## src/rtl/bus_arbiter_mux.sv

```systemverilog
// bus_arbiter_mux: round-robin arbiter FSM plus registered data mux onto one shared bus.
// Latency: grant 1 cycle after first sampled request, bus_data 1 cycle after grant.
// No backpressure; the owner holds while requesting. BUS_TIMEOUT_EN bounds the hold to HOLD_MAX cycles.
module bus_arbiter_mux #(
    parameter int NUM_M    = 2,
    parameter int WIDTH    = 32,
    parameter int HOLD_MAX = 4,
    localparam int IDW     = (NUM_M > 2) ? $clog2(NUM_M) : 1
) (
    input  logic                   clk,
    input  logic                   reset,
    input  logic [NUM_M-1:0]       m_req,
    input  logic [NUM_M*WIDTH-1:0] m_data,
    output logic [NUM_M-1:0]       m_grant,
    output logic [IDW-1:0]         grant_id,
    output logic [WIDTH-1:0]       bus_data,
    output logic                   bus_valid
);

    if (NUM_M < 2 || NUM_M > 8 || HOLD_MAX < 1) begin : g_param_check
        $error("bus_arbiter_mux: NUM_M must be 2..8 and HOLD_MAX >= 1");
    end

    typedef enum logic {
        IDLE  = 1'b0,
        GRANT = 1'b1
    } state_t;

    state_t           state;
    state_t           state_nxt;
    logic [IDW-1:0]   last;
    logic [IDW-1:0]   pick_id;
    logic [IDW-1:0]   gid_nxt;
    logic [NUM_M-1:0] grant_nxt;
    logic             pick_vld;
    logic             take;
    logic             owner_req;
    logic             expire;

    // Scan from farthest to nearest so the requester closest after last wins.
    always_comb begin
        logic [IDW-1:0] cand;
        cand     = '0;
        pick_id  = '0;
        pick_vld = 1'b0;
        for (int i = NUM_M; i >= 1; i--) begin
            cand = IDW'((int'(last) + i) % NUM_M);
            if (m_req[cand]) begin
                pick_id  = cand;
                pick_vld = 1'b1;
            end
        end
    end

    assign owner_req = m_req[grant_id];

`ifdef BUS_TIMEOUT_EN
    localparam int HCW = (HOLD_MAX > 1) ? $clog2(HOLD_MAX) : 1;
    logic [HCW-1:0] hold_cnt;

    assign expire = (hold_cnt == HCW'(HOLD_MAX - 1)) && (|(m_req & ~m_grant));

    always_ff @(posedge clk) begin
        if (reset || take || state_nxt == IDLE) begin
            hold_cnt <= '0;
        end else if (hold_cnt != HCW'(HOLD_MAX - 1)) begin
            hold_cnt <= hold_cnt + 1'b1;
        end
    end
`else
    assign expire = 1'b0;
`endif

    always_ff @(posedge clk) begin
        if (reset) begin
            state    <= IDLE;
            m_grant  <= '0;
            grant_id <= '0;
            last     <= IDW'(NUM_M - 1);
        end else begin
            state    <= state_nxt;
            m_grant  <= grant_nxt;
            grant_id <= gid_nxt;
            if (take) begin
                last <= pick_id;
            end
        end
    end

    always_comb begin
        state_nxt = state;
        take      = 1'b0;
        case (state)
            IDLE: begin
                if (|m_req) begin
                    state_nxt = GRANT;
                    take      = 1'b1;
                end
            end
            GRANT: begin
                if (!owner_req || expire) begin
                    if (pick_vld) begin
                        take = 1'b1;
                    end else begin
                        state_nxt = IDLE;
                    end
                end
            end
            default: state_nxt = IDLE;
        endcase
    end

    always_comb begin
        grant_nxt = m_grant;
        gid_nxt   = grant_id;
        if (take) begin
            grant_nxt          = '0;
            grant_nxt[pick_id] = 1'b1;
            gid_nxt            = pick_id;
        end else if (state_nxt == IDLE) begin
            grant_nxt = '0;
        end
    end

    // Data follows the grant registered on the previous edge.
    always_ff @(posedge clk) begin
        if (reset) begin
            bus_data  <= '0;
            bus_valid <= 1'b0;
        end else if (|m_grant) begin
            bus_data  <= m_data[int'(grant_id)*WIDTH +: WIDTH];
            bus_valid <= 1'b1;
        end else begin
            bus_valid <= 1'b0;
        end
    end

endmodule

```

## config.mk

```make
export PLATFORM = sky130hd
export DESIGN_NAME = bus_arbiter_mux
export DESIGN_NICKNAME = d
export VERILOG_FILES = /design/src/rtl/bus_arbiter_mux.sv
export SDC_FILE = /design/constraint.sdc
export NUM_CORES = 1
export LEC_CHECK = 0
export CELL_PAD_IN_SITES_DETAIL_PLACEMENT = 1
export CELL_PAD_IN_SITES_GLOBAL_PLACEMENT = 1
export CORE_ASPECT_RATIO = 1.2
export CORE_UTILIZATION = 25
export DETAILED_ROUTE_END_ITERATION = 6
export GPL_ROUTABILITY_DRIVEN = 0
export GPL_TIMING_DRIVEN = 0
export PLACE_DENSITY = 0.86
export SLEW_MARGIN = 20
export SYNTH_ARGS = -nofsm -noshare
export SYNTH_HDL_FRONTEND = slang
export SYNTH_SLANG_ARGS = --single-unit
```

## constraint.sdc

```tcl
create_clock -name clk -period 1.8 [get_ports clk]
set_clock_uncertainty 0.15 [all_clocks]
set_input_delay 0.36 -clock clk [delete_from_list [all_inputs] [get_ports clk]]
set_output_delay 0.36 -clock clk [all_outputs]
set_load 0.005 [all_outputs]
```

==> After elaboration in Yosys (flattened, before gate mapping) <==
Index checks and enable logic that the tools add are counted.
{ "op_classes": {"addsub": 2, "magnitude_cmp": 5, "eq_ne": 1, "shift": 1, "n_mux": 21, "bitwise_logic": 1, "n_reduce_logical": 3} }
{ "ops": {"columns": ["cell", "count"], "rows": [
  ["64-bit by 7-bit variable part select with 32-bit output", 1],
  ["1-bit two-way mux", 16],
  ["1-bit by 2-bit < comparator with 1-bit output (second input constant)", 4],
  ["2-bit two-way mux", 2],
  ["1-bit one-hot mux with 2 select lines", 2],
  ["2-bit OR reduction", 2],
  ["1-bit adder (second input constant)", 2],
  ["2-bit by 1-bit inequality test with 1-bit output (second input constant)", 1],
  ["1-bit demux with 1-bit select", 1],
  ["1-bit >= comparator (second input constant)", 1],
  ["1-bit logical AND", 1],
  ["1-bit inverter", 1]
]} }
{ "word_totals": {"regBits": 38, "input_bits": 68, "out_inout_bits": 36, "elab_cells": 40} }

==> Longest topological paths before layout <==
Gate-level depths: netlist of the first run.
{ "logic_depth": {"ltp_word": 10, "mapped_depth": 4, "depth_no_buf": 3} }

==> Least setup slack after synthesis of the first run <==
Ideal clock, no wire load.
{ "synth_timing": {"kind": "flip-flop to flip-flop", "startpoint": "reg grant_id", "endpoint": "reg m_grant[0]", "setup_time_ps": 60, "t_arrival_ps": 1241, "required_ps": 1590, "slack_ps": 349, "path_stages_with_launch": 5, "n_path_buf": 1, "synth_period_minus_slack_ps": 1451, "cell_sequence": "dfxtp_1 > buf_6 > mux2_4 > a2111oi_2 > a41o_1"} }
{ "synth_via": {"elab_chain_len": 5, "elab_cells_between_ends": 8, "cone_classes": "eq/ne (1); mux (7)"} }
{ "synth_lines": {"columns": ["item", "line", "rtl"], "rows": [
  ["start, declared", "15", "output logic [IDW-1:0] grant_id,"],
  ["start signal, assigned", "83", "grant_id <= gid_nxt;"],
  ["1-bit two-way mux (not written as such) (*) (2 in series)", "55", "assign owner_req = m_req[grant_id];"],
  ["1-bit two-way mux", "101", "if (!owner_req || expire) begin"],
  ["1-bit one-hot mux with 2 select lines", "93", "case (state)"],
  ["2-bit by 1-bit inequality test with 1-bit output (no source line) / 2-bit two-way mux (equally long branches)", null, null],
  ["end signal, assigned", "82", "m_grant <= grant_nxt;"],
  ["end, declared", "14", "output logic [NUM_M-1:0] m_grant,"]
]} }
Every way passes the cells marked *; elsewhere a longest branch is shown, timed or not. The select of a mux whose other input is x is not followed.
A chain may end at the register's enable or synchronous reset.

==> Worst setup path in the final report of the first run <==
{ "layout_timing": {"startpoint": "reg m_grant[0]", "endpoint": "out m_grant[0]"} }
No word-level cell between the ends.

==> metrics.cfg, run 1 <==
[run_status]
outcome=completed

[setup_path]
path_class=flop to output pin
cpPeakStageDelay_ps=550
cp_max_fo=4
startpoint_type=flop
crit_family=buffers and inverters
timing.reg2reg.setup_slack_ps=260
crit_path_end_kind=output pin
cp_cell_sequence=clkdlybuf4s50_1
crit_buf_inv=1
crit_required_ps=1290
slowest_stage=clkdlybuf4s50_1
crit_arrival_ps=1260

[sta]
period_minus_slack_ps=1770
max-slew-margin-rel_pct=75.4
hold_ws_ps=298
finalSetupViolCount=0
min_period_over_period_pct=98.3
grt_setup_unrepaired=yes
finalHoldViolations=0
tns_ps=0
fmax_ghz=0.565
slew_viol_final=0
tightest_slew_ps=368

[pwr]
cellLeakagePower_uw=0.00105
vdd.ir_drop.worst_mv=0.351
p_per_area_nw_per_um2=709

[clocking]
cts_buffer_depth=2
cts_root_buf=clkbuf_8
clock_sinks=38
h-tree-depth=2
numCtsBuffers=5
cts_setup_buffers=0
path_clk_slew_ps=70
cts_tree=built
clk_latency_ps=280

[layout]
area_growth_pct=77.8
fin_util_pct=46.3
fill_cells=711
drive_above_1_share_pct=8.54
diodes=0
nets=349

[synth]
synth_area_per_cell_sq_um=9.28
synthFlopType=dfxtp_1
synth_top_area_cell=dfxtp_1
synth_edf_count=0
yosysWarnings=0
synthCells=171
synth_commonest_cells=38 x dfxtp_1, 34 x o21ai_1, 33 x nand2_1
async_flop_share_pct=0
synth_most_common_cell=dfxtp_1
ys_ff_latch=38
synthesis.area_sq_um=1590
synth_nets=239
ys_types=23
synth-seq-area-share_pct=47.9
synth_area_leaders=dfxtp_1 48%, mux2i_1 20%, o21ai_1 11%
synth_top_area_share_pct=47.9

[route]
wl_per_cell_um=13.4
routed_wl_um=4860
via_count=1597
drt-vias-per-instance=4.40
drt_first_pass_iters=4
ant_nets=0
drt-initial-drc-count=43
route.detailed.drc=0

[global_route]
grt_use_total_pct=15.4
antenna_found_initial=0
grt_overflow_total=0
grt_pass1_vias=1612
grt_pass1_wl_um=7630
grt_max_degree=12

[floorplanning]
die_area_sq_um=6670
start_util_pct=26.1
core-area_sq_um=6090
die_w_um=74.7
rows=31
ios=104
fp.dieH_um=89.3

[placement]
dp_hpwl_um=3920
port_buffers=103

[worst_hold_path]
min_path_type=flop to flop

[job]
maxCapViolations=0

cell families (layout without fill, tap and decap cells):
kind of cell	after synthesis	in the layout	synth area share (%)
AOI/OAI and AO/OA	43	43	15.6
buffers and inverters	15	125	4.57
DFF	38	38	47.9
muxes	33	33	21.1
and+or+nand+nor	42	42	10.7
registers in the layout, indices dropped and copies added (netlist names):
register / flops
last: 1
grant_id: 1
m_grant: 2
bus_valid: 1
bus_data: 32
state: 1
layout by cell type, fill, tap and decap left out, types with 2 or more instances in the layout:
cell type        instances
nand2_1                 33
nand2b_1                 3
buf_2                    7
a22oi_1                  2
clkdlybuf4s50_1        103
mux2i_1                 32
clkbuf_8                 5
nor2_1                   3
clkinv_2                 2
dfxtp_1                 37
o21ai_1                 33
inv_1                    2
inv_2                    2
routing by layer:
metal	up-vias	wire length (um)	track usage [%]
met5	-	0	0
met4	0	71	5.83
met3	6	299	4.06
met2	58	2640	29.1
met1	726	1850	16.1
li1	807	-	-
path summary, 6_finish.rpt:
path / from / to / cells past startpoint
setup / recovery: m_grant[0] / m_grant[0] / 1
hold / removal: bus_data[10] / bus_data[10] / 2
setup reg to reg: grant_id / m_grant[1] / 4
hold reg to reg: bus_data[10] / bus_data[10] / 2
per-stage QoR:
stage               power, uW  area (sq um)  worst slack (ps)  cells
finish                   2000          2820              30.1    363
global route             2130          2820             -29.8    363
CTS                      2040          2810              13.2    363
detailed placement       1490          2720              -441    356
global placement         1460          2720              -395    356
floorplan                1150          1590               349    171
area by class of cell:
class	count	area [sq um]	share of cell area, %
timing repair buffer	103	1030	36.6
multi-input combinational	118	768	27.2
sequential	38	762	27.0
tap	82	103	3.64
clock buffer	5	68.8	2.44
buffer	11	62.6	2.22
inverter	4	15.0	0.532
clock inverter	2	10.0	0.355
repair_timing:
item / CTS / global route
hold buffers: 0 / 0
pin swaps: 0 / 0
resized for setup: 3 / 5
setup endpoints to repair: 30 / 30
power breakdown:
group,switching (uW),total [uW],leakage (uW),internal [uW]
registers,38.8,952,0.000313,913
clock network,278,538,0.0000438,260
logic,182,509,0.000693,327
total,499,2000,0.00105,1500
Power figures use the tool's default switching activity.
==> run 2: changes to the inputs <==
--- a/config.mk
+++ b/config.mk
@@ -5,14 +5,16 @@
 export SDC_FILE = /design/constraint.sdc
 export NUM_CORES = 1
 export LEC_CHECK = 0
+export ABC_AREA = 1
 export CELL_PAD_IN_SITES_DETAIL_PLACEMENT = 1
 export CELL_PAD_IN_SITES_GLOBAL_PLACEMENT = 1
 export CORE_ASPECT_RATIO = 1.2
 export CORE_UTILIZATION = 25
+export CTS_CLUSTER_SIZE = 12
 export DETAILED_ROUTE_END_ITERATION = 6
 export GPL_ROUTABILITY_DRIVEN = 0
 export GPL_TIMING_DRIVEN = 0
-export PLACE_DENSITY = 0.86
+export PLACE_DENSITY = 0.82
 export SLEW_MARGIN = 20
 export SYNTH_ARGS = -nofsm -noshare
 export SYNTH_HDL_FRONTEND = slang
==> metrics.cfg, run 2 <==
[synth]
synth.area.mux_share_pct=0  ; -21 points
synth-adder-area-share_pct=0  ; unchanged
synth_compound_area_share_pct=24.3  ; +8.7 points
synth-seq-area-share_pct=42.3  ; -5.7 points
synth_edf_count=0  ; unchanged
synth_top_area_share_pct=42.3  ; -5.7 points
synthCells=208  ; +22%
synth_commonest_cells=64 x nor2_1, 38 x dfxtp_1, 36 x nand3_1
synthesis.area_sq_um=1800  ; +13%
yosys.area_share.simple_pct=25.8  ; +15 points
ys_types=17  ; -26%
synth_most_common_cell=nor2_1
ys_ff_latch=38  ; unchanged
synth_top_area_cell=dfxtp_1
synth_top_family_by_area=simple AND/OR/NAND/NOR gates
synth_area_leaders=dfxtp_1 42%, o31ai_2 21%, nor2_1 13%
async_flop_share_pct=0  ; unchanged
synthFlopType=dfxtp_1
yosysWarnings=0  ; unchanged
synth_xor_area_share_pct=0  ; unchanged
synth_area_per_cell_sq_um=8.65  ; -6.8%
synth_nets=276  ; +15%

[floorplanning]
die_w_um=79.4  ; +6.3%
start_util_pct=26.1  ; +0.040 points
die_area_sq_um=7540  ; +13%
fp.dieH_um=94.9  ; +6.3%
core-area_sq_um=6900  ; +13%
ios=104  ; unchanged
rows=33  ; +6.5%

[layout]
final_common_cell=clkdlybuf4s50_1
drive_above_1_share_pct=18.2  ; +9.6 points
stdcell_count=406  ; +12%
mostFrequentLayoutCells=103 x clkdlybuf4s50_1, 64 x nor2_1, 36 x nand3_1, 36 x dfxtp_1, 30 x o31ai_2
fin_util_pct=44.2  ; -2.1 points
nets=386  ; +11%
diodes=0  ; unchanged
reg.largest.list=bus_data (32), m_grant (2)
largest_reg_flops=32  ; unchanged
area_growth_pct=69.4
final_area_sq_um=3050  ; +8.1%
regMostFlops=bus_data

[global_route]
grt_pass1_wl_um=9360  ; +23%
grt_use_total_pct=16.2  ; +0.76 points
grt_overflow_total=0  ; unchanged
grt_max_degree=12  ; unchanged
antenna_found_initial=0  ; unchanged
grt_pass1_vias=1951  ; +21%

[setup_path]
crit_buf_inv=1  ; unchanged
cp_cell_sequence=clkdlybuf4s50_1
slowest_stage=clkdlybuf4s50_1
cp-startpoint=m_grant[1]
cpPeakStageDelay_ps=520  ; -30 ps
crit_arrival_ps=1200  ; -60 ps
crit_family=buffers and inverters
crit_path_end_kind=output pin
path_class=flop to output pin
crit_required_ps=1290  ; about the same
startpoint_type=flop
worstReg2RegStart=grant_id
cp_max_fo=4  ; unchanged

[worst_hold_path]
min_from=bus_data[2]
min_path_type=flop to flop

[pwr]
cellLeakagePower_uw=0.00120  ; +15%
p_per_area_nw_per_um2=751  ; +6.0%
vdd.ir_drop.worst_mv=0.378  ; +7.7%

[clocking]
clk_latency_ps=290  ; about the same
h-tree-depth=2  ; unchanged
numCtsBuffers=5  ; unchanged
cts_root_buf=clkbuf_8
cts_buffer_depth=2  ; unchanged
cts_tree=built
cts_setup_buffers=0  ; unchanged
clock_sinks=38  ; unchanged
path_clk_slew_ps=80  ; about the same

[sta]
finalHoldViolations=0  ; unchanged
fmax_ghz=0.585  ; +3.5%
finalSetupViolCount=0  ; unchanged
slew_viol_final=0  ; unchanged
max-slew-margin-rel_pct=82.7  ; +7.3 points
grt_setup_unrepaired=no
tns_ps=0  ; unchanged
tightest_slew_ps=258  ; -110 ps
hold_ws_ps=347  ; +48.6 ps
period_minus_slack_ps=1710  ; -59.6 ps
min_period_over_period_pct=95.0  ; -3.3 points

[placement]
dpl_cell_area_sq_um=2940  ; +8.0%
place_inst=398  ; +12%
port_buffers=103  ; unchanged
dp_hpwl_um=4320  ; +10%

[route]
via_count=1866  ; +17%
wl_per_cell_um=14.2  ; +5.8%
drt-vias-per-instance=4.60  ; +4.5%
route.detailed.drc=0  ; unchanged
drt_first_pass_iters=4  ; unchanged
wl_met2_um=2920  ; +11%
wl_met3_um=300  ; +0.33%
top_layer=met4
wl_met1_um=2480  ; +34%
drt-initial-drc-count=44  ; +2.3%
routed_wl_um=5750  ; +18%
ant_nets=0  ; unchanged

[job]
maxCapViolations=0  ; unchanged

[run_status]
outcome=completed

[run 2: cell types whose count changed after synthesis, sizes merged, moves of 25 or more]
| cell | delta |
|---|---|
| o21ai | -33 |
| nand2 | -25 |
| mux2i | -32 |
| nand3 | +35 |
| o31ai | +32 |
| nor2 | +62 |
[run 2: kinds of logic after synthesis]
family / count (synthesis)
flip-flops: 38
AO/OA/AOI/OAI: 39
AND/OR/NAND/NOR: 110
buffers and inverters: 21
[run 2: power by group]
part	switching [uW]	internal [uW]
Sequential	44.9	922
Combinational	249	360
Clock	299	415
[run 2: per-stage QoR]
| stage | power, uW | setup WS, ps |
|---|---|---|
| floorplan | 1240 | 668 |
| global placement | 1590 | 28.9 |
| detailed placement | 1610 | 28.8 |
| CTS | 2330 | 70.7 |
| global route | 2430 | 33.8 |
| finish | 2290 | 89.7 |
[run 2: path summary, 6_finish.rpt]
path                       end  slack (ps)  depth (start not counted)
setup / recovery    m_grant[1]          90                          1
hold / removal     bus_data[2]         350                          2
setup reg to reg  bus_data[11]         520                          5
hold reg to reg    bus_data[2]         350                          2
[run 2: repair_timing]
item | in CTS | in global routing
hold buffers | 0 | 0
resized for setup | 2 | 0
endpoints found under the hold margin | 0 | 0
endpoints found under the setup margin | 2 | 0
[run 2: per-layer routing]
metal / track usage (%) / up-vias
met2: 28.7 / 61
li1: - / 933
met1: 19.0 / 867
met5: 0 / -
met3: 3.86 / 5
met4: 5.00 / 0
[run 2: area by class of cell]
cell class                 count  area [sq um]
sequential                    38           763
inverter                       5          21.3
timing repair buffer         103          1030
multi-input combinational    149           901
clock buffer                   7          76.3
clock inverter                 1          30.0
buffer                        16           116
tap                           87           109
fill                         818          3850
==> run 3: changes to the inputs <==
--- a/config.mk
+++ b/config.mk
@@ -9,12 +9,12 @@
 export CELL_PAD_IN_SITES_DETAIL_PLACEMENT = 1
 export CELL_PAD_IN_SITES_GLOBAL_PLACEMENT = 1
 export CORE_ASPECT_RATIO = 1.2
-export CORE_UTILIZATION = 25
+export CORE_UTILIZATION = 26
 export CTS_CLUSTER_SIZE = 12
 export DETAILED_ROUTE_END_ITERATION = 6
 export GPL_ROUTABILITY_DRIVEN = 0
 export GPL_TIMING_DRIVEN = 0
-export PLACE_DENSITY = 0.82
+export PLACE_DENSITY = 0.85
 export SLEW_MARGIN = 20
 export SYNTH_ARGS = -nofsm -noshare
 export SYNTH_HDL_FRONTEND = slang
==> metrics.cfg, run 3 (synthesized netlist as in run 2, its figures left out) <==
[sta]
grt_setup_unrepaired=no
fmax_ghz=0.580  ; -0.75%
slew_viol_final=0  ; unchanged
tightest_slew_ps=268  ; +9.86 ps
tns_ps=0  ; unchanged
period_minus_slack_ps=1720  ; +12.9 ps
min_period_over_period_pct=95.7  ; +0.72 points
finalSetupViolCount=0  ; unchanged
max-slew-margin-rel_pct=81.9  ; -0.78 points
finalHoldViolations=0  ; unchanged

[layout]
diodes=0  ; unchanged
final_common_cell=clkdlybuf4s50_1
area_growth_pct=69.4  ; unchanged
fin_util_pct=46.4  ; +2.2 points
nets=386  ; unchanged
regMostFlops=bus_data
fill_cells=776  ; -5.1%
mostFrequentLayoutCells=103 x clkdlybuf4s50_1, 64 x nor2_1, 36 x nand3_1, 36 x dfxtp_1, 30 x o31ai_2
largest_reg_flops=32  ; unchanged
drive_above_1_share_pct=18.8  ; +0.63 points
reg.largest.list=bus_data (32), m_grant (2)

[worst_hold_path]
min_path_cells=2  ; unchanged
min_path_type=flop to flop

[run_status]
outcome=completed

[floorplanning]
fp.dieH_um=93.1  ; -1.9%
start_util_pct=27.4  ; +1.3 points
die_area_sq_um=7260  ; -3.8%
rows=32  ; -3.0%
die_w_um=77.9  ; -1.9%
ios=104  ; unchanged
core-area_sq_um=6570  ; -4.8%

[clocking]
clock_sinks=38  ; unchanged
cts_root_buf=clkbuf_8
numCtsBuffers=5  ; unchanged
h-tree-depth=2  ; unchanged
clk_latency_ps=290  ; about the same
cts_setup_buffers=0  ; unchanged
cts_tree=built
cts_buffer_depth=2  ; unchanged
ctsHoldBuffers=0  ; unchanged
path_clk_slew_ps=80  ; about the same

[global_route]
antenna_found_initial=0  ; unchanged
grt_max_degree=13  ; +1
grt_use_total_pct=16.9  ; +0.68 points
grt_pass1_wl_um=9550  ; +2.1%
grt_pass1_vias=1964  ; +0.67%
grt_overflow_total=0  ; unchanged

[setup_path]
crit_buf_inv=1  ; unchanged
crit_cells=1  ; unchanged
cpPeakStageDelay_ps=530  ; about the same
reg2reg_to=m_grant[0]
path_class=flop to output pin
crit_arrival_ps=1210  ; about the same
crit_family=buffers and inverters
startpoint_type=flop
crit_path_end_kind=output pin
worstRegToRegCells=4  ; -1
cp-startpoint=m_grant[1]
worstReg2RegStart=grant_id
cp_max_fo=4  ; unchanged
crit_required_ps=1290  ; about the same
cp_cell_sequence=clkdlybuf4s50_1
crit_end=m_grant[1]
timing.reg2reg.setup_slack_ps=500  ; -20 ps
slowest_stage=clkdlybuf4s50_1

[route]
drt-initial-drc-count=22  ; -50%
ant_nets=0  ; unchanged
via_count=1888  ; +1.2%
wl_per_cell_um=14.7  ; +3.6%
drt-vias-per-instance=4.67  ; +1.7%
route.detailed.drc=0  ; unchanged
routed_wl_um=5930  ; +3.1%
drt_first_pass_iters=4  ; unchanged

[pwr]
vdd.ir_drop.worst_mv=0.418  ; +10%
cellLeakagePower_uw=0.00121  ; +0.45%
p_per_area_nw_per_um2=756  ; +0.61%

[placement]
dp_hpwl_um=4510  ; +4.2%
port_buffers=103  ; unchanged

[job]
maxCapViolations=0  ; unchanged

-- run 3: cell types whose count changed in the layout (fill, tap and decap cells not counted), sizes merged --
cell,before,now
clkbuf,7,5
clkinv,0,2
-- run 3: report_power, final --
group	switching [uW]	internal, uW	leakage [uW]
sequential	44.8	922	0.000313
combinational	251	360	0.000837
clock	318	408	0.0000579
total	614	1690	0.00121
-- run 3: final cells by class --
| type | count | area, sq um | area share, % |
|---|---|---|---|
| buffer | 16 | 116 | 3.82 |
| clock buffer | 5 | 68.8 | 2.26 |
| multi-input combinational | 149 | 901 | 29.6 |
| tap | 85 | 106 | 3.49 |
| timing repair buffer | 103 | 1030 | 33.8 |
| clock inverter | 3 | 40.0 | 1.31 |
| sequential | 38 | 763 | 25.0 |
| inverter | 5 | 21.3 | 0.698 |
-- run 3: worst min-delay path, stage by stage (launching register included) --
cell and delay [ps]:
dfxtp_1 340, nand2_1 60, nand3_1 50
-- run 3: timing repair --
action                                  in CTS  in global routing
resized for setup                            2                  0
endpoints found under the setup margin       2                  0
hold endpoints to repair                     0                  0
-- run 3: through the flow --
stage               cell area (sq um)  hold WS [ps]  cells  setup WS, ps  total power (uW)
finish                           3050           321    404          76.7              2300
global route                     3050           360    404          38.9              2430
CTS                              3050           330    404          57.9              2340
detailed placement               2940           311    396         -32.2              1610
global placement                 2940           296    396          29.2              1590
floorplan                        1800           279    208           668              1240
-- run 3: worst min-delay path by stage --
stage	startpoint	endpoint	slack (ps)
after global placement	last	last	300
after detailed placement	last	last	310
after floorplan	reset	grant_id	280
after global routing	last	last	360
final	last	last	320
after CTS	last	last	330
-- run 3: layer usage --
| layer | part of all wire [%] | track usage (%) |
|---|---|---|
| met4 | 0.59 | 2.78 |
| met3 | 6.2 | 4.59 |
| met5 | 0 | 0 |
| met2 | 52 | 31.6 |
| met1 | 41 | 19.2 |
